--- config.mk ---
export PLATFORM = sky130hd
export DESIGN_NAME = cpu_control_fsm_flat
export DESIGN_NICKNAME = d
export VERILOG_FILES = /design/src/rtl/cpu_control_fsm_if.sv /design/src/rtl/cpu_control_fsm.sv /design/src/flat_wrapper.sv
export SDC_FILE = /design/constraint.sdc
export NUM_CORES = 1
export LEC_CHECK = 0
export CORE_UTILIZATION = 48
export DETAILED_ROUTE_END_ITERATION = 8
export GPL_TIMING_DRIVEN = 0
export PLACE_DENSITY = 0.86
export SYNTH_ARGS = -nofsm -noshare
export SYNTH_HDL_FRONTEND = slang
export SYNTH_SLANG_ARGS = --single-unit
--- constraint.sdc ---
create_clock -name clk -period 5 [get_ports clk]
set_input_delay 0.5 -clock clk [delete_from_list [all_inputs] [get_ports clk]]
set_output_delay 0.5 -clock clk [all_outputs]
set_load 0.05 [all_outputs]
--- src/rtl/cpu_control_fsm_if.sv ---
// Data-memory request handshake between the control sequencer and data memory.
// The sequencer is the master: it raises mem_req/mem_we and waits on mem_ready.
interface cpu_control_fsm_if;
  logic mem_req;
  logic mem_we;
  logic mem_ready;

  modport master (
    output mem_req,
    output mem_we,
    input  mem_ready
  );

  modport slave (
    input  mem_req,
    input  mem_we,
    output mem_ready
  );
endinterface

--- src/rtl/cpu_control_fsm.sv ---
// Multi-cycle control sequencer for the 16-bit CPU: FETCH, DECODE, EXEC, optional MEM,
// plus a terminal HALT; also counts retired instructions.
module cpu_control_fsm #(
  parameter int RETIRE_W = 16
) (
  input  logic                  clk,
  input  logic                  reset,
  input  logic [15:0]           instr,
  input  logic                  flag_z,
  input  logic                  flag_n,
  cpu_control_fsm_if.master     mem_bus,
  output logic                  ir_load,
  output logic                  pc_enable,
  output logic                  pc_load,
  output logic                  reg_we,
  output logic                  alu_src_imm,
  output logic                  wb_sel,
  output logic                  halted,
  output logic [2:0]            state_out,
  output logic [RETIRE_W-1:0]   retired_count
);

  typedef enum logic [2:0] {
    S_FETCH  = 3'd0,
    S_DECODE = 3'd1,
    S_EXEC   = 3'd2,
    S_MEM    = 3'd3,
    S_HALT   = 3'd4
  } state_t;

  localparam logic [3:0] OP_ALU_R  = 4'h0;
  localparam logic [3:0] OP_ALU_I  = 4'h1;
  localparam logic [3:0] OP_LOAD   = 4'h2;
  localparam logic [3:0] OP_STORE  = 4'h3;
  localparam logic [3:0] OP_BRANCH = 4'h4;
  localparam logic [3:0] OP_JUMP   = 4'h5;
  localparam logic [3:0] OP_HALT   = 4'hF;

  state_t                state;
  state_t                next_state;
  logic [7:0]            ir_q;
  logic                  flag_z_q;
  logic                  flag_n_q;
  logic [RETIRE_W-1:0]   retired_q;

  logic [3:0]            opcode;
  logic [3:0]            cond;
  logic                  is_alu_r;
  logic                  is_alu_i;
  logic                  is_load;
  logic                  is_store;
  logic                  is_branch;
  logic                  is_jump;
  logic                  is_halt;
  logic                  branch_taken;
  logic                  mem_req_c;
  logic                  mem_we_c;

  // Only the opcode and branch condition fields steer the sequencer.
  logic                  unused_instr_low;
  assign unused_instr_low = ^instr[7:0];

  assign opcode    = ir_q[7:4];
  assign cond      = ir_q[3:0];
  assign is_alu_r  = (opcode == OP_ALU_R);
  assign is_alu_i  = (opcode == OP_ALU_I);
  assign is_load   = (opcode == OP_LOAD);
  assign is_store  = (opcode == OP_STORE);
  assign is_branch = (opcode == OP_BRANCH);
  assign is_jump   = (opcode == OP_JUMP);
  assign is_halt   = (opcode == OP_HALT);

  // Branch decisions use the flags frozen at the end of DECODE, never the live ALU flags.
  always_comb begin
    branch_taken = 1'b0;
    case (cond)
      4'h0:    branch_taken = 1'b1;
      4'h1:    branch_taken = flag_z_q;
      4'h2:    branch_taken = !flag_z_q;
      4'h3:    branch_taken = flag_n_q;
      default: branch_taken = 1'b0;
    endcase
  end

  always_ff @(posedge clk) begin
    if (reset) begin
      state     <= S_FETCH;
      ir_q      <= '0;
      flag_z_q  <= 1'b0;
      flag_n_q  <= 1'b0;
      retired_q <= '0;
    end else begin
      state <= next_state;
      if (ir_load) begin
        ir_q <= instr[15:8];
      end
      if (state == S_DECODE) begin
        flag_z_q <= flag_z;
        flag_n_q <= flag_n;
      end
      if (pc_enable || pc_load) begin
        retired_q <= retired_q + RETIRE_W'(1);
      end
    end
  end

  always_comb begin
    next_state  = state;
    ir_load     = 1'b0;
    pc_enable   = 1'b0;
    pc_load     = 1'b0;
    reg_we      = 1'b0;
    alu_src_imm = 1'b0;
    wb_sel      = 1'b0;
    mem_req_c   = 1'b0;
    mem_we_c    = 1'b0;
    halted      = 1'b0;
    case (state)
      S_FETCH: begin
        ir_load    = 1'b1;
        next_state = S_DECODE;
      end
      S_DECODE: begin
        next_state = S_EXEC;
      end
      S_EXEC: begin
        next_state = S_FETCH;
        if (is_alu_r) begin
          reg_we    = 1'b1;
          pc_enable = 1'b1;
        end else if (is_alu_i) begin
          reg_we      = 1'b1;
          alu_src_imm = 1'b1;
          pc_enable   = 1'b1;
        end else if (is_jump || (is_branch && branch_taken)) begin
          pc_load = 1'b1;
        end else if (is_load || is_store) begin
          next_state = S_MEM;
        end else if (is_halt) begin
          next_state = S_HALT;
        end else begin
          pc_enable = 1'b1;
        end
      end
      S_MEM: begin
        mem_req_c   = 1'b1;
        mem_we_c    = is_store;
        alu_src_imm = 1'b1;
        if (mem_bus.mem_ready) begin
          pc_enable  = 1'b1;
          next_state = S_FETCH;
          if (is_load) begin
            reg_we = 1'b1;
            wb_sel = 1'b1;
          end
        end
      end
      S_HALT: begin
        halted = 1'b1;
      end
      default: begin
        next_state = S_FETCH;
      end
    endcase
  end

  assign mem_bus.mem_req = mem_req_c;
  assign mem_bus.mem_we  = mem_we_c;
  assign state_out       = state;
  assign retired_count   = retired_q;

  // Structural invariants of the strobe decode.
  assert property (@(posedge clk) disable iff (reset) !(pc_enable && pc_load));
  assert property (@(posedge clk) disable iff (reset) !(mem_we_c && !mem_req_c));
  assert property (@(posedge clk) disable iff (reset)
                   !(reg_we && (state != S_EXEC) && (state != S_MEM)));

endmodule

--- src/flat_wrapper.sv ---
// flat-port wrapper written by rule: the top's interface ports become plain ports
module cpu_control_fsm_flat 
#(
  parameter int RETIRE_W = 16
)
  (clk, reset, instr, flag_z, flag_n, ir_load, pc_enable, pc_load, reg_we, alu_src_imm, wb_sel, halted, state_out, retired_count, mem_bus_mem_req, mem_bus_mem_we, mem_bus_mem_ready);
  cpu_control_fsm_if mem_bus_i ();
  input  logic clk;
  input  logic reset;
  input  logic [15:0] instr;
  input  logic flag_z;
  input  logic flag_n;
  output logic ir_load;
  output logic pc_enable;
  output logic pc_load;
  output logic reg_we;
  output logic alu_src_imm;
  output logic wb_sel;
  output logic halted;
  output logic [2:0] state_out;
  output logic [RETIRE_W-1:0] retired_count;
  output wire logic [$bits(mem_bus_i.mem_req)-1:0] mem_bus_mem_req;
  output wire logic [$bits(mem_bus_i.mem_we)-1:0] mem_bus_mem_we;
  input wire logic [$bits(mem_bus_i.mem_ready)-1:0] mem_bus_mem_ready;
  assign mem_bus_mem_req = mem_bus_i.mem_req;
  assign mem_bus_mem_we = mem_bus_i.mem_we;
  assign mem_bus_i.mem_ready = mem_bus_mem_ready;
  cpu_control_fsm #(.RETIRE_W(RETIRE_W)) u_core (.clk(clk), .reset(reset), .instr(instr), .flag_z(flag_z), .flag_n(flag_n), .mem_bus(mem_bus_i), .ir_load(ir_load), .pc_enable(pc_enable), .pc_load(pc_load), .reg_we(reg_we), .alu_src_imm(alu_src_imm), .wb_sel(wb_sel), .halted(halted), .state_out(state_out), .retired_count(retired_count));
endmodule
==> results.py, run 1 <==
metrics = {
    "power": {
        "max-vdd-ir-drop_uv": 232,
        "p_sw_share_pct": 32.0,
        "p_leak_nw": 0.682,
        "combPwrFrac_pct": 23.3,
        "seq_power_share_pct": 48.4,
        "power.internal_uw": 354,
        "p_switching_uw": 166,
        "clkPwrFrac_pct": 28.3,
        "powerDensity_nw_per_um2": 267,
        "fin_total_pwr_uw": 520,
    },
    "critical_path": {
        "rrSetupSlack_ns": 2.70,
        "crit_chain": "nand2b_1 > a2111o_1 > a31oi_4 > o21bai_1 > clkdlybuf4s50_1",
        "timing.rr.start": "u_core.state_out[1]",
        "crit_required_ns": 4.50,
        "critPathTopFamily": "buffers and inverters",
        "r2r_cells": 6,
        "cp_data_arrival_time_ns": 2.73,
        "critPathBufInv": 1,
        "worst_setup_path_end_kind": "primary output",
        "worstSetupPathType": "flip-flop to primary output",
        "start_kind": "flip-flop",
        "slowest_delay_ns": 0.83,
        "cp_slowest_cell": "clkdlybuf4s50_1",
        "r2r-end": "u_core.retired_count[8]",
        "cp_max_fo": 9,
    },
    "logic_synthesis": {
        "synth-seq-cells": 29,
        "synth_cells": 177,
        "ys_top_cells_by_count": "dfxtp_1 (29), nand2_1 (23), nor2_1 (19)",
        "synth_flop_cell": "dfxtp_1",
        "postSynthAreaPerCell_um2": 8.22,
        "seq_area_frac_synth_pct": 39.9,
        "synth.area.top_cells": "dfxtp_1 (40%), nand2_1 (5.9%), a21oi_1 (5.8%)",
        "syn-num-nets": 199,
        "synth_top_area_share_pct": 39.9,
        "synth_largest_area_cell": "dfxtp_1",
        "ys_warn_count": 0,
        "synth-edff-count": 0,
        "synth.most_common_cell": "dfxtp_1",
        "ys_types": 43,
        "synth-async-reset-ratio_pct": 0,
        "netlist_area_um2": 1460,
    },
    "layout": {
        "drive_gt1_share_pct": 6.70,
        "antennaDiodeCount": 0,
        "nNetsFinal": 246,
        "final.fill_count": 235,
        "fin_util_pct": 69.5,
        "area_growth_pct": 34.0,
    },
    "die": {
        "fp.dieArea_um2": 3260,
        "pin_count": 49,
        "dieWidth_um": 57.1,
        "core_region_area_um2": 2810,
        "rows": 19,
        "start_util_pct": 51.9,
        "fp.dieH_um": 57.1,
    },
    "placement": {
        "hpwl_um": 2620,
        "place_ws_ns": 2.15,
        "gp_congestion": 0.877,
        "portBuffers": 40,
    },
    "clocking": {
        "holdBufCountCts": 0,
        "htree_num_levels": 2,
        "clk_path_buf_depth": 2,
        "clock_latency_ns": 0.34,
        "cts_buffers": 5,
        "cts_tree": "yes",
        "clkTransAtPathRegs_ns": 0.11,
        "clockRootBuffer": "clkbuf_4",
        "cts_resized": 0,
        "cts_num_sinks": 29,
        "cts_setup_buffers": 0,
    },
    "route": {
        "vias_per_cell": 5.88,
        "first_iter_violations": 43,
        "routedWlPerCell_um": 14.1,
        "dr_wl_met2_um": 1760,
        "ant_nets": 0,
        "vias": 1500,
        "drt_pre_antenna_iters": 7,
        "m1WireLength_um": 1550,
        "drc": 2,
        "routed.top_layer": "met4",
        "dr_wl_met3_um": 196,
        "wl_um": 3580,
    },
    "timing": {
        "worst_slew_pin_slew_ns": 0.552,
        "post-route-period-util_pct": 64.6,
        "skew_ns": 0.0211,
        "setup_slack_ns": 1.77,
        "slew-limit-headroom_pct": 63.2,
        "rsz0062_at_grt": "false",
        "min_period_ns": 3.23,
        "max_clock_freq_mhz": 309,
        "hold_violations": 0,
        "drv_slew": 0,
        "setup_viol": 0,
        "tns_ns": 0,
    },
    "global_routing": {
        "grt_usage_pct": 23.7,
        "antenna_found_initial": 0,
        "grt_pass1_wl_um": 6000,
        "overflow": 0,
        "grt_max_degree": 11,
        "grt_pass1_vias": 1411,
    },
    "status": {
        "outcome": "finished with violations",
        "violations": "DRC",
    },
    "hold_path": {
        "min_from": "u_core.ir_q[2]",
        "min_to": "u_core.ir_q[2]",
        "hold_path_depth": 2,
        "min_path_type": "flip-flop to flip-flop",
    },
    "run": {
        "drv_cap": 0,
    },
}
-- worst min-delay path: cells and delay by family (launching register included) --
family | cells | cell delay, ns
DFF | 1 | 0.31
and+or+nand+nor | 1 | 0.05
AOI/OAI and AO/OA | 1 | 0.05
-- area by class of cell --
type,count,area [um2],share of cell area [%]
buffer,9,45.0,2.31
timing repair buffer,40,400,20.5
inverter,4,15.0,0.770
tap,31,38.8,1.99
sequential,29,581,29.8
clock buffer,7,55.1,2.82
multi-input combinational,135,815,41.8
-- cell usage in the layout (no fill, tap or decap), types with 3 or more instances in the layout --
cell | netlist | layout
clkdlybuf4s50_1 | 0 | 40
a21oi_1 | 17 | 17
nand3_1 | 4 | 4
nor2_1 | 19 | 19
clkbuf_1 | 6 | 7
clkbuf_4 | 0 | 5
mux2i_1 | 4 | 4
o21ai_0 | 14 | 14
nand2_1 | 23 | 23
or3_1 | 8 | 8
and3_1 | 3 | 3
nor2b_1 | 4 | 4
xor2_1 | 3 | 3
nand4_1 | 3 | 3
xnor2_1 | 3 | 3
inv_1 | 3 | 3
dfxtp_1 | 29 | 29
buf_4 | 3 | 3
-- per-layer routing --
metal | track usage (%) | vias to the layer above
li1 | - | 727
met1 | 29.8 | 704
met2 | 37.3 | 59
met3 | 7.26 | 10
met4 | 11.5 | 0
met5 | 0 | -
-- power groups by stage --
stage          Combinational, mW  Clock (mW)  Sequential (mW)
5_1_grt                    0.131       0.159            0.253
3_5_place_dp               0.120           0            0.257
2_1_floorplan             0.0721           0            0.266
6_report                   0.121       0.147            0.252
4_1_cts                    0.121       0.149            0.252
3_3_place_gp               0.118           0            0.256
-- state kept, by name (all words and copies together), names as in the netlist --
name and flops:
u_core.ir_q 8, u_core.retired_count 16, u_core.flag_n_q 1, u_core.state_out 3, u_core.flag_z_q 1
-- logic make-up (layout without fill, tap and decap cells) --
family / after synthesis / after routing / share of synthesized area, %
AOI/OAI and AO/OA: 44 / 44 / 18.8
xor gates and xnor gates: 6 / 6 / 3.61
adders and majority gates: 1 / 1 / 0.860
buffers and inverters: 13 / 60 / 4.13
DFF: 29 / 29 / 39.9
muxes: 6 / 6 / 4.30
and+or+nand+nor: 78 / 78 / 28.4
-- stage by stage --
step | cell area (um2) | cells | hold slack, ns
after global routing | 1950 | 255 | 0.490
after detailed placement | 1890 | 248 | 0.455
after global placement | 1890 | 248 | 0.444
final | 1950 | 255 | 0.463
after floorplan | 1460 | 177 | 0.436
after CTS | 1950 | 255 | 0.468
-- how the worst max path moves through the flow --
stage	slack [ns]	cells after the start	end	start
after global routing	1.66	5	pc_enable	u_core.state_out[1]
after CTS	1.78	5	pc_enable	u_core.state_out[1]
after floorplan	1.72	4	reg_we	u_core.state_out[0]
final	1.77	5	pc_enable	u_core.state_out[1]
after detailed placement	2.15	5	reg_we	mem_bus_mem_ready
after global placement	2.20	5	reg_we	mem_bus_mem_ready
(Power assumes the default switching activity.)
==> run 2: changes to the inputs <==
- CORE_UTILIZATION: 48 -> 45
- PLACE_DENSITY: 0.86 -> 0.81
- clock period: 5 -> 3.2 ns (I/O delays scaled with it)
==> run 2 against run 1 <==
Against the previous run:
- the flow now finishes without violations
- final cell count increased by 5.5%
- worst hold slack improved by 0.0036 ns
- wire length down 3.1%
- highest routed layer unchanged
==> results.py, run 2 (synthesized netlist as in run 1, its figures left out) <==
metrics = {
    "die": {
        "pin_count": 49,
        "dieWidth_um": 58.9,
        "fp.dieArea_um2": 3470,
        "rows": 20,
        "start_util_pct": 47.7,
        "core_region_area_um2": 3050,
        "fp.dieH_um": 58.9,
    },
    "clocking": {
        "cts_buffers": 5,
        "cts_num_sinks": 29,
        "clock_latency_ns": 0.34,
        "clk_path_buf_depth": 2,
        "htree_num_levels": 2,
        "cts_tree": "yes",
        "cts_setup_buffers": 0,
        "clockRootBuffer": "clkbuf_4",
        "holdBufCountCts": 0,
        "cts_resized": 0,
        "clkTransAtPathRegs_ns": 0.09,
    },
    "global_routing": {
        "antenna_found_initial": 0,
        "grt_pass1_vias": 1261,
        "grt_usage_pct": 22.0,
        "grt_max_degree": 11,
        "overflow": 0,
        "grt_pass1_wl_um": 5710,
    },
    "timing": {
        "max_clock_freq_mhz": 330,
        "slew-limit-headroom_pct": 66.2,
        "skew_ns": 0.00721,
        "min_period_ns": 3.03,
        "setup_slack_ns": 0.173,
        "worst_slew_pin_slew_ns": 0.505,
        "setup_viol": 0,
        "post-route-period-util_pct": 94.6,
        "hold_violations": 0,
        "drv_slew": 0,
        "tns_ns": 0,
        "rsz0062_at_grt": "false",
    },
    "power": {
        "max-vdd-ir-drop_uv": 239,
        "p_leak_nw": 0.692,
        "powerDensity_nw_per_um2": 426,
    },
    "layout": {
        "final.fill_count": 269,
        "nNetsFinal": 246,
        "antennaDiodeCount": 0,
        "stdcell_count": 269,
        "drive_gt1_share_pct": 7.56,
        "mostFrequentLayoutCells": "clkdlybuf4s50_1 (40), dfxtp_1 (29), nand2_1 (23)",
        "area_growth_pct": 36.1,
        "layout_commonest_cell": "clkdlybuf4s50_1",
        "largest_register_ff_count": 16,
    },
    "critical_path": {
        "rrSetupSlack_ns": 0.92,
        "crit_required_ns": 2.88,
        "critPathTopFamily": "compound AO/OA/AOI/OAI gates",
        "crit_start": "u_core.state_out[1]",
        "cp_max_fo": 9,
        "cp_slowest_cell": "clkdlybuf4s50_1",
        "timing.rr.start": "u_core.ir_q[7]",
        "worstSetupPathType": "flip-flop to primary output",
        "worst_setup_path_end_kind": "primary output",
        "r2r_cells": 8,
        "critPathBufInv": 1,
        "crit_chain": "nand2b_1 > a2111o_1 > a31oi_4 > o21bai_1 > clkdlybuf4s50_1",
        "start_kind": "flip-flop",
        "path_depth": 5,
        "slowest_delay_ns": 0.82,
        "cp_data_arrival_time_ns": 2.71,
        "r2r-end": "u_core.retired_count[14]",
    },
    "route": {
        "wl_um": 3470,
        "vias": 1432,
        "ant_nets": 0,
        "first_iter_violations": 60,
        "drt_pre_antenna_iters": 4,
        "vias_per_cell": 5.32,
        "drc": 0,
        "routedWlPerCell_um": 12.9,
    },
    "status": {
        "outcome": "completed",
    },
    "placement": {
        "gp_congestion": 0.817,
        "dp_cells": 261,
        "portBuffers": 40,
        "hpwl_um": 2470,
        "place_ws_ns": 0.558,
    },
    "hold_path": {
        "min_to": "u_core.ir_q[2]",
        "min_from": "u_core.ir_q[2]",
        "hold_path_depth": 2,
        "min_path_type": "flip-flop to flip-flop",
    },
    "run": {
        "drv_cap": 0,
    },
}
## run 2: cell types whose count changed in the layout (fill, tap and decap cells not counted), sizes merged
| cell | delta |
|---|---|
| clkinv | +1 |
## run 2: cell type report
| class | instances | area [um2] | share of cell area [%] |
|---|---|---|---|
| inverters | 4 | 15.0 | 0.758 |
| multi-input cells | 135 | 815 | 41.1 |
| flip-flops and latches | 29 | 581 | 29.3 |
| plain buffers | 9 | 45.0 | 2.27 |
| clock buffers | 7 | 65.1 | 3.28 |
| well taps | 44 | 55.1 | 2.78 |
| repair buffers | 40 | 400 | 20.2 |
| clock inverters | 1 | 5.00 | 0.253 |
## run 2: worst reg2reg max path: cells and delay by family (launching register included)
family | cells | cell delay [ns]
and+or+nand+nor | 3 | 0.80
DFF | 1 | 0.31
AOI/OAI and AO/OA | 3 | 0.74
buffers and inverters | 2 | 0.37
## run 2: worst max-delay path by stage
| stage | slack, ns | to |
|---|---|---|
| after floorplan | 0.1 | reg_we |
| after global placement | 0.58 | pc_enable |
| after detailed placement | 0.56 | pc_enable |
| after CTS | 0.19 | pc_enable |
| after global routing | 0.08 | pc_enable |
| final | 0.17 | pc_enable |
## run 2: per-layer routing
layer	global-route usage [%]	share of wire (%)	vias to the layer above
met2	33.1	46	27
met4	10.5	1.3	0
met1	30.0	49	667
met3	4.62	3.7	4
met5	0	0	-
li1	-	-	734
## run 2: power by group
part	leakage, nW	switching [mW]	internal [mW]
sequential	0.236	0.0156	0.377
clock	0.0413	0.134	0.127
combinational	0.414	0.118	0.0722
total	0.692	0.268	0.576
## run 2: stage by stage
step | hold slack [ns] | power (mW) | instance area, um2 | util (%)
CTS | 0.464 | 0.844 | 1980 | 64.9
floorplan | 0.436 | 0.528 | 1460 | -
global route | 0.492 | 0.886 | 1980 | 64.9
global placement | 0.445 | 0.587 | 1910 | 62.6
finish | 0.466 | 0.844 | 1980 | 64.9
detailed placement | 0.451 | 0.590 | 1910 | 62.6
